File: config.mk
export PLATFORM = sky130hd
export DESIGN_NAME = rr_arb_mux
export DESIGN_NICKNAME = d
export VERILOG_FILES = /design/src/rtl/rr_arb_mux.sv
export SDC_FILE = /design/constraint.sdc
export NUM_CORES = 1
export LEC_CHECK = 0
export BUFFER_PORTS_ARGS = -buffer_cell sky130_fd_sc_hd__buf_2
export CORE_UTILIZATION = 39
export DETAILED_ROUTE_END_ITERATION = 7
export HOLD_SLACK_MARGIN = 0.05
export PLACE_DENSITY_LB_ADDON = 0.05
export SYNTH_ARGS = -nofsm -noshare
export SYNTH_HDL_FRONTEND = slang
export SYNTH_SLANG_ARGS = --single-unit
File: constraint.sdc
create_clock -name clk -period 1.95 [get_ports clk]
set_input_delay 0.195 -clock clk [delete_from_list [all_inputs] [get_ports clk]]
set_output_delay 0.195 -clock clk [all_outputs]
set_load 0.1 [all_outputs]
File: src/rtl/rr_arb_mux.sv
`default_nettype none
// ============================================================================
// Module   : rr_arb_mux
// Purpose  : Registered N-to-1 multiplexer with a built-in arbiter and
//            valid/ready handshakes on every input channel and on the output.
//            It supports round-robin (PRIO_MODE=0) or fixed lowest-index
//            priority (PRIO_MODE=1) arbitration, a synchronous flush, and a
//            one-entry output register.
// Ports    :
//   clk        in   system clock, rising edge
//   rst        in   asynchronous reset, active low
//   flush      in   synchronous flush, active high
//   in_data    in   NUM_IN*WIDTH packed data, channel i at [i*WIDTH +: WIDTH]
//   in_valid   in   NUM_IN per-channel request
//   in_ready   out  NUM_IN per-channel accept (at most one bit high)
//   out_data   out  WIDTH registered selected data
//   out_src    out  SEL_W index of the channel that produced out_data
//   out_valid  out  output register holds a valid item
//   out_ready  in   consumer accepts the output this cycle
// Revision : 1.0  initial release
// ============================================================================
module rr_arb_mux #(
  parameter int WIDTH     = 32,
  parameter int NUM_IN    = 4,
  parameter int PRIO_MODE = 0,
  localparam int SEL_W    = $clog2(NUM_IN)
) (
  input  logic                    clk,
  input  logic                    rst,
  input  logic                    flush,
  input  logic [NUM_IN*WIDTH-1:0] in_data,
  input  logic [NUM_IN-1:0]       in_valid,
  output logic [NUM_IN-1:0]       in_ready,
  output logic [WIDTH-1:0]        out_data,
  output logic [SEL_W-1:0]        out_src,
  output logic                    out_valid,
  input  logic                    out_ready
);

  logic [SEL_W-1:0]  ptr_q, ptr_d;
  logic [WIDTH-1:0]  out_data_q, out_data_d;
  logic [SEL_W-1:0]  out_src_q, out_src_d;
  logic              out_valid_q, out_valid_d;

  logic              w_can_load;
  logic              w_any;
  logic [SEL_W-1:0]  w_sel;
  logic [NUM_IN-1:0] w_grant;
  logic              w_xfer;

  // The output slot can take a new item when it is empty or being drained
  // in the same cycle; a flush blocks all loading.
  assign w_can_load = !flush && (!out_valid_q || out_ready);

  // Request scan. Offsets are visited from the far end towards the base so
  // that the closest requester to the base index is the one left in w_sel.
  // Only in_valid and the pointer feed this path, never in_data.
  always_comb begin
    int base;
    int idx;
    w_any = 1'b0;
    w_sel = '0;
    base  = (PRIO_MODE != 0) ? 0 : int'(ptr_q);
    idx   = 0;
    for (int k = NUM_IN - 1; k >= 0; k--) begin
      idx = base + k;
      if (idx >= NUM_IN) begin
        idx = idx - NUM_IN;
      end
      if (in_valid[idx]) begin
        w_any = 1'b1;
        w_sel = SEL_W'(idx);
      end
    end
  end

  always_comb begin
    w_grant = '0;
    if (w_any) begin
      w_grant[w_sel] = 1'b1;
    end
  end

  // Gating with rst keeps every in_ready low while reset is held, even
  // though the registers themselves are already cleared.
  assign in_ready = w_grant & {NUM_IN{w_can_load & rst}};
  assign w_xfer   = w_any && w_can_load;

  always_comb begin
    out_valid_d = out_valid_q;
    out_data_d  = out_data_q;
    out_src_d   = out_src_q;
    ptr_d       = ptr_q;
    if (flush) begin
      out_valid_d = 1'b0;
    end else if (w_xfer) begin
      out_valid_d = 1'b1;
      out_data_d  = in_data[w_sel*WIDTH +: WIDTH];
      out_src_d   = w_sel;
      ptr_d       = (w_sel == SEL_W'(NUM_IN - 1)) ? '0 : w_sel + 1'b1;
    end else if (out_ready) begin
      // Drain without refill: data and source keep their last values.
      out_valid_d = 1'b0;
    end
  end

  always_ff @(posedge clk or negedge rst) begin
    if (!rst) begin
      ptr_q       <= '0;
      out_data_q  <= '0;
      out_src_q   <= '0;
      out_valid_q <= 1'b0;
    end else begin
      ptr_q       <= ptr_d;
      out_data_q  <= out_data_d;
      out_src_q   <= out_src_d;
      out_valid_q <= out_valid_d;
    end
  end

  assign out_data  = out_data_q;
  assign out_src   = out_src_q;
  assign out_valid = out_valid_q;

endmodule
`default_nettype wire

==> metrics.txt, run 1 <==
final antenna-violating net count=0; sequential element share of the synthesized area=between 30% and 40%; number of global-route vias before repair=roughly 3,000; Logic pwr share=between 70% and 80%; critical path peak fanout=5; Final min period=roughly 2000 ps; Initial DRC Count=between 100 and 150; post-route setup slack=-39.4 ps; CTS Sinks=37; Slowest-stage cell, CP=dfrtp_2; drt via density=5.45; die height=between 80 and 90 µm; Antenna diodes=0; CORE AREA=about 6500 µm²; worst rel slew slack=between 60 and 70%; average cell area after synthesis=slightly above 9 µm²; share of layout cells above drive strength 1=49.9%; period utilization=102%; Syn-to-layout area delta=50.0%; Post-Place Cell Area=~3800 µm²; net switching power=roughly 4 mW; Final Max Tran Viols=0; Mapped Cells=roughly 300; first-pass GRT wire length=around 14,000 µm; total number of vias=3,010; commonest cells after routing, fill and taps aside=170 x buf_2, 39 x nand2_1, 35 x dfrtp_1, 34 x o21ai_0; Synth Warn #=0; worst hold slack=around 110 ps; Worst-Margin Slew=517 ps; #FFs+latches synth=37; Fmax=roughly 500 MHz; Clock Tree Root=clkbuf_8; worst-case clock buffer depth=2; Int Pwr=2.55 mW; Worst Reg-to-Reg Cells=7; RR Endpoint=out_data[1]; dpl hpwl=~6200 µm; worst min path class=in -> reg; reg-to-reg startpoint=ptr_q[1]; H-tree Lvls=2; DR WL/cell=~16 µm; die area=7250 µm²; final instance area=approximately 4000 µm²; power share of the clock group=under 10%; Crit Path Class=reg -> out; Synth top area share=~34%; I/O Pins=between 150 and 200; Starting Density=about 41%; Netlist cell types=32; unrepaired setup endpoints after global routing=yes; die width=~85 µm; R2R Setup Slk=80 ps; Final #Nets=~610; worst skew pair latency=290 ps; commonest non-fill, non-tap cell in the layout=buf_2; PwrDens=roughly 1600 nW/µm²; Synthesized Nets=434; first drt pass iteration count=4; critical path's largest stage delay=approximately 420 ps; sequential group share of total power=~19%; IO Port Bufs=about 170; GRT Total Usage=24.5%; GP Congestion=0.739; worst path required time=about 1800 ps; TritonCTS buffer count=5; largest net degree at the start of global routing=44; CP startpoint=ptr_q[1]; CTS clock-pin slew for the worst setup and hold paths=~80 ps; Clock Skews=about 5.5 ps; Hold Vio Cnt, Final=0; Setup TNS=-73.1 ps; worst vdd ir=between 0.9 and 1 mV; grt ovf=0; WL final=roughly 8900 µm; DRC=0; Worst setup endpoint=in_ready[3]; post-layout util=about 62%; Leak Pwr=roughly 2 nW; status=complete, but fails checks; Async SR Flop Fraction=100%; CTS tree=done; CP arrival=approximately 1800 ps; Worst Setup Start Kind=flop; max cap viols=0; Sw Share=about three fifths; Worst Hold Depth=2; Worst setup EP type=output pin; crit-path cells=mux2i_1 -> o22a_2 -> nand2_8 -> inv_8 -> ha_4 -> and3_4 -> buf_12; final number of setup-violating endpoints=3; Post-synth EDFFs=0; prevailing post-synth register cell=dfrtp_1; antenna violations before repair=0; ranking of synthesized cells by area=dfrtp_1 34%, mux2i_1 12%, a211o_1 10%; leading area contributor after synthesis=dfrtp_1; failing checks=negative setup slack; num rows=29; Mapped Area=around 2700 µm²
-- metal layers --
metal  vias up  share of wire, %  global-route usage, %
li1       1467                 -                      -
met1      1411                42                   29.6
met2       123                50                   44.1
met3         9               6.4                   4.96
met4         0               1.1                   6.93
met5         -                 0                      0
-- state kept, by name, summed over array words and instances, names as in the netlist --
| name | flops |
|---|---|
| out_data | 32 |
| out_src | 2 |
| out_valid | 1 |
| ptr_q | 2 |
-- what timing repair did --
action,CTS,global route
hold buffers,1,0
setup buffers,7,2
setup endpoints to repair,4,4
endpoints found under the hold margin,37,0
pin swaps,8,5
resized for setup,14,6
-- synthesized netlist by cell type (all sizes together) (3+ instances only) --
library cell and count:
clkbuf 10, mux2i 33, dfrtp 37, a211o 32
nand3 32, o21ai 34, nand2 41, inv 3
o211ai 32, nor3 4, buf 22
-- worst min-delay path by stage --
stage                      from           to  slack (ps)
after floorplan             rst  out_data[0]        -100
after global placement      rst   out_src[0]           1
after detailed placement    rst   out_src[0]         0.4
after CTS                 flush    out_valid          80
after global routing      flush    out_valid         120
final                     flush    out_valid         110
-- critical path, delay by kind of cell, from the launching register on --
kind                     cells  cell delay [ps]
buffers and inverters        2              230
flip-flops                   1              420
multiplexers                 1              250
AO/OA/AOI/OAI                1              230
adder cells (fa/ha/maj)      1              120
AND/OR/NAND/NOR              2              260
-- power by group through the flow --
stage / clock, mW / combinational (mW) / sequential (mW)
finish: 0.565 / 4.63 / 1.25
global route: 0.612 / 4.84 / 1.29
floorplan: 0 / 1.43 / 3.41
CTS: 0.583 / 4.60 / 1.25
detailed placement: 0 / 4.46 / 1.27
global placement: 0 / 4.42 / 1.27
-- metrics by stage --
step	power (mW)	setup WS (ps)	instances
3_3_place_gp	5.69	41.8	535
6_report	6.44	-39.4	552
5_1_grt	6.74	-96.3	552
2_1_floorplan	4.85	-323	297
3_5_place_dp	5.73	-15.6	535
4_1_cts	6.43	-57.4	550
-- area by class of cell --
class                   instances  area (µm²)
fillers                       590        2450
multi-input cells             225        1640
repair buffers                203        1270
flip-flops and latches         37         931
well taps                      77        96.3
clock buffers                   7        86.3
inverters                       3        21.3
-- logic make-up (layout without fill, tap and decap cells) --
| group | count (synthesis) | count (layout) | synth area share, % |
|---|---|---|---|
| AOI/OAI and AO/OA | 106 | 106 | 29.1 |
| and+or+nand+nor | 85 | 85 | 15.1 |
| DFF | 37 | 37 | 34.4 |
| buffers and inverters | 35 | 213 | 8.73 |
| muxes | 33 | 33 | 12.3 |
| adders and majority gates | 1 | 1 | 0.464 |
Note: power is estimated with default switching activity, not from simulation.
==> inputs of run 2 (changes only) <==
--- a/config.mk
+++ b/config.mk
@@ -5,9 +5,9 @@
 export SDC_FILE = /design/constraint.sdc
 export NUM_CORES = 1
 export LEC_CHECK = 0
-export BUFFER_PORTS_ARGS = -buffer_cell sky130_fd_sc_hd__buf_2
-export CORE_UTILIZATION = 39
+export CORE_UTILIZATION = 58
 export DETAILED_ROUTE_END_ITERATION = 7
+export DONT_BUFFER_PORTS = 1
 export HOLD_SLACK_MARGIN = 0.05
 export PLACE_DENSITY_LB_ADDON = 0.05
 export SYNTH_ARGS = -nofsm -noshare
==> constraint.sdc (replaced) <==
create_clock -name clk -period 1.95 [get_ports clk]
set_input_delay 0 -clock clk [delete_from_list [all_inputs] [get_ports clk]]
set_output_delay 0 -clock clk [all_outputs]
set_load 0.1 [all_outputs]
==> run 2 against run 1 <==
The flow now stops in clock tree synthesis. Synthesized cell count unchanged. Area after synthesis unchanged.
==> metrics.txt, run 2 <==
hold_buf cts=101 (+100); multiplexer share of the synthesized area=12.3% (unchanged); Commonest cells post-synth=40 x nand2_1, 37 x dfrtp_1, 34 x o21ai_0, 33 x mux2i_1; status=aborted with a tool error; XOR/XNOR Fraction of Synth Area=0% (unchanged); num rows=24 (-17%); TritonCTS buffer count=5 (unchanged); leading area contributor after synthesis=dfrtp_1; die height=70.2 µm (-18%); largest family of logic cells by synthesized area=compound AO/OA/AOI/OAI gates; prevailing post-synth register cell=dfrtp_1; compound-cell area share of the yosys netlist=29.1% (unchanged); Async SR Flop Fraction=100% (unchanged); dpl hpwl=5330 µm (-14%); average cell area after synthesis=9.07 µm² (unchanged); GP Congestion=0.805 (+8.9%); Starting Density=61.1% (+20 points); I/O Pins=175 (unchanged); IO Port Bufs=0 (-100%); CTS Sinks=37 (unchanged); sequential element share of the synthesized area=34.4% (unchanged); post-cts resize count=8 (-6); Fail Step=clock tree synthesis; fraction of the mapped netlist area in simple logic gates=15.1% (unchanged); Synthesized Nets=434 (unchanged); #FFs+latches synth=37 (unchanged); Netlist cell types=32 (unchanged); worst-case clock buffer depth=2 (unchanged); Err=[ERROR RSZ-0060] Max buffer count reached.; Adder-Cell Fraction of Synth Area=0.464% (unchanged); Synth Warn #=0 (unchanged); Mapped Area=2700 µm² (unchanged); Mapped Cells=297 (unchanged); Post-synth EDFFs=0 (unchanged); cell with the most instances after synthesis=nand2_1; H-tree Lvls=2 (unchanged); Clock Tree Root=clkbuf_8; Place WS=24.5 ps (+40.1 ps); dpl cells=372 (-30%); Synth top area share=34.4% (unchanged); ranking of synthesized cells by area=dfrtp_1 34%, mux2i_1 12%, a211o_1 10%; Post-CTS Setup Inserts=7 (unchanged); die width=70.2 µm (-18%)
-- run 2: logic make-up after synthesis --
| family | Yosys count |
|---|---|
| buffers and inverters | 35 |
| adders and majority gates | 1 |
| AOI/OAI and AO/OA | 106 |
| DFF | 37 |
| and+or+nand+nor | 85 |
| muxes | 33 |
-- run 2: through the flow --
stage                     hold slack [ps]  area, µm²
after floorplan                      -296       2770
after global placement               -294       3080
after detailed placement             -294       3080
==> inputs of run 3 (changes only) <==
==> config.mk (replaced) <==
export PLATFORM = sky130hd
export DESIGN_NAME = rr_arb_mux
export DESIGN_NICKNAME = d
export VERILOG_FILES = /design/src/rtl/rr_arb_mux.sv
export SDC_FILE = /design/constraint.sdc
export NUM_CORES = 1
export LEC_CHECK = 0
export CORE_UTILIZATION = 40
export DETAILED_ROUTE_END_ITERATION = 7
export DONT_BUFFER_PORTS = 1
export PLACE_DENSITY_LB_ADDON = 0.15
export SYNTH_ARGS = -nofsm -noshare
export SYNTH_HDL_FRONTEND = slang
export SYNTH_SLANG_ARGS = --single-unit
==> constraint.sdc (replaced) <==
create_clock -name clk -period 2.54 [get_ports clk]
set_input_delay 0 -clock clk [delete_from_list [all_inputs] [get_ports clk]]
set_output_delay 0 -clock clk [all_outputs]
set_load 0.1 [all_outputs]
==> run 3 against run 2 <==
The flow again stops in clock tree synthesis. Synthesized cell count is the same. Area after synthesis did not move.
==> metrics.txt, run 3 <==
Mapped Area=2700 µm² (unchanged); sequential element share of the synthesized area=34.4% (unchanged); Commonest cells post-synth=40 x nand2_1, 37 x dfrtp_1, 34 x o21ai_0, 33 x mux2i_1; worst-case clock buffer depth=2 (unchanged); Post-synth EDFFs=0 (unchanged); I/O Pins=175 (unchanged); Mapped Cells=297 (unchanged); Starting Density=42.0% (-19 points); average cell area after synthesis=9.07 µm² (unchanged); CTS Sinks=37 (unchanged); die width=84.1 µm (+20%); num rows=29 (+21%); TritonCTS buffer count=5 (unchanged); Post-CTS Setup Inserts=0 (-7); post-cts resize count=0 (-8); IO Port Bufs=0 (unchanged); Err=[ERROR RSZ-0060] Max buffer count reached.; Post-Place Cell Area=3010 µm² (-2.1%); H-tree Lvls=2 (unchanged); dpl hpwl=5340 µm (+0.13%); #FFs+latches synth=37 (unchanged); die height=84.1 µm (+20%); Netlist cell types=32 (unchanged); leading area contributor after synthesis=dfrtp_1; GP Congestion=0.780 (-3.1%); Fail Step=clock tree synthesis; Clock Tree Root=clkbuf_8; cell with the most instances after synthesis=nand2_1; ranking of synthesized cells by area=dfrtp_1 34%, mux2i_1 12%, a211o_1 10%; prevailing post-synth register cell=dfrtp_1; Synth top area share=34.4% (unchanged); hold_buf cts=101 (unchanged); Async SR Flop Fraction=100% (unchanged); Synthesized Nets=434 (unchanged); status=aborted with a tool error; Synth Warn #=0 (unchanged)
## run 3: cell counts after synthesis
Identical to the previous run, type by type.
## run 3: metrics by stage
stage	setup slack, ps	utilization [%]	hold WS (ps)	instances
2_1_floorplan	-86.8	-	-296	297
3_3_place_gp	273	46.9	-294	389
3_5_place_dp	146	46.9	-294	389
## run 3: cells by family after synthesis
group | share of synthesized area (%)
compound gates | 29.1
fa+ha+maj | 0.464
buf+inv | 8.73
flops | 34.4
mux | 12.3
simple gates | 15.1
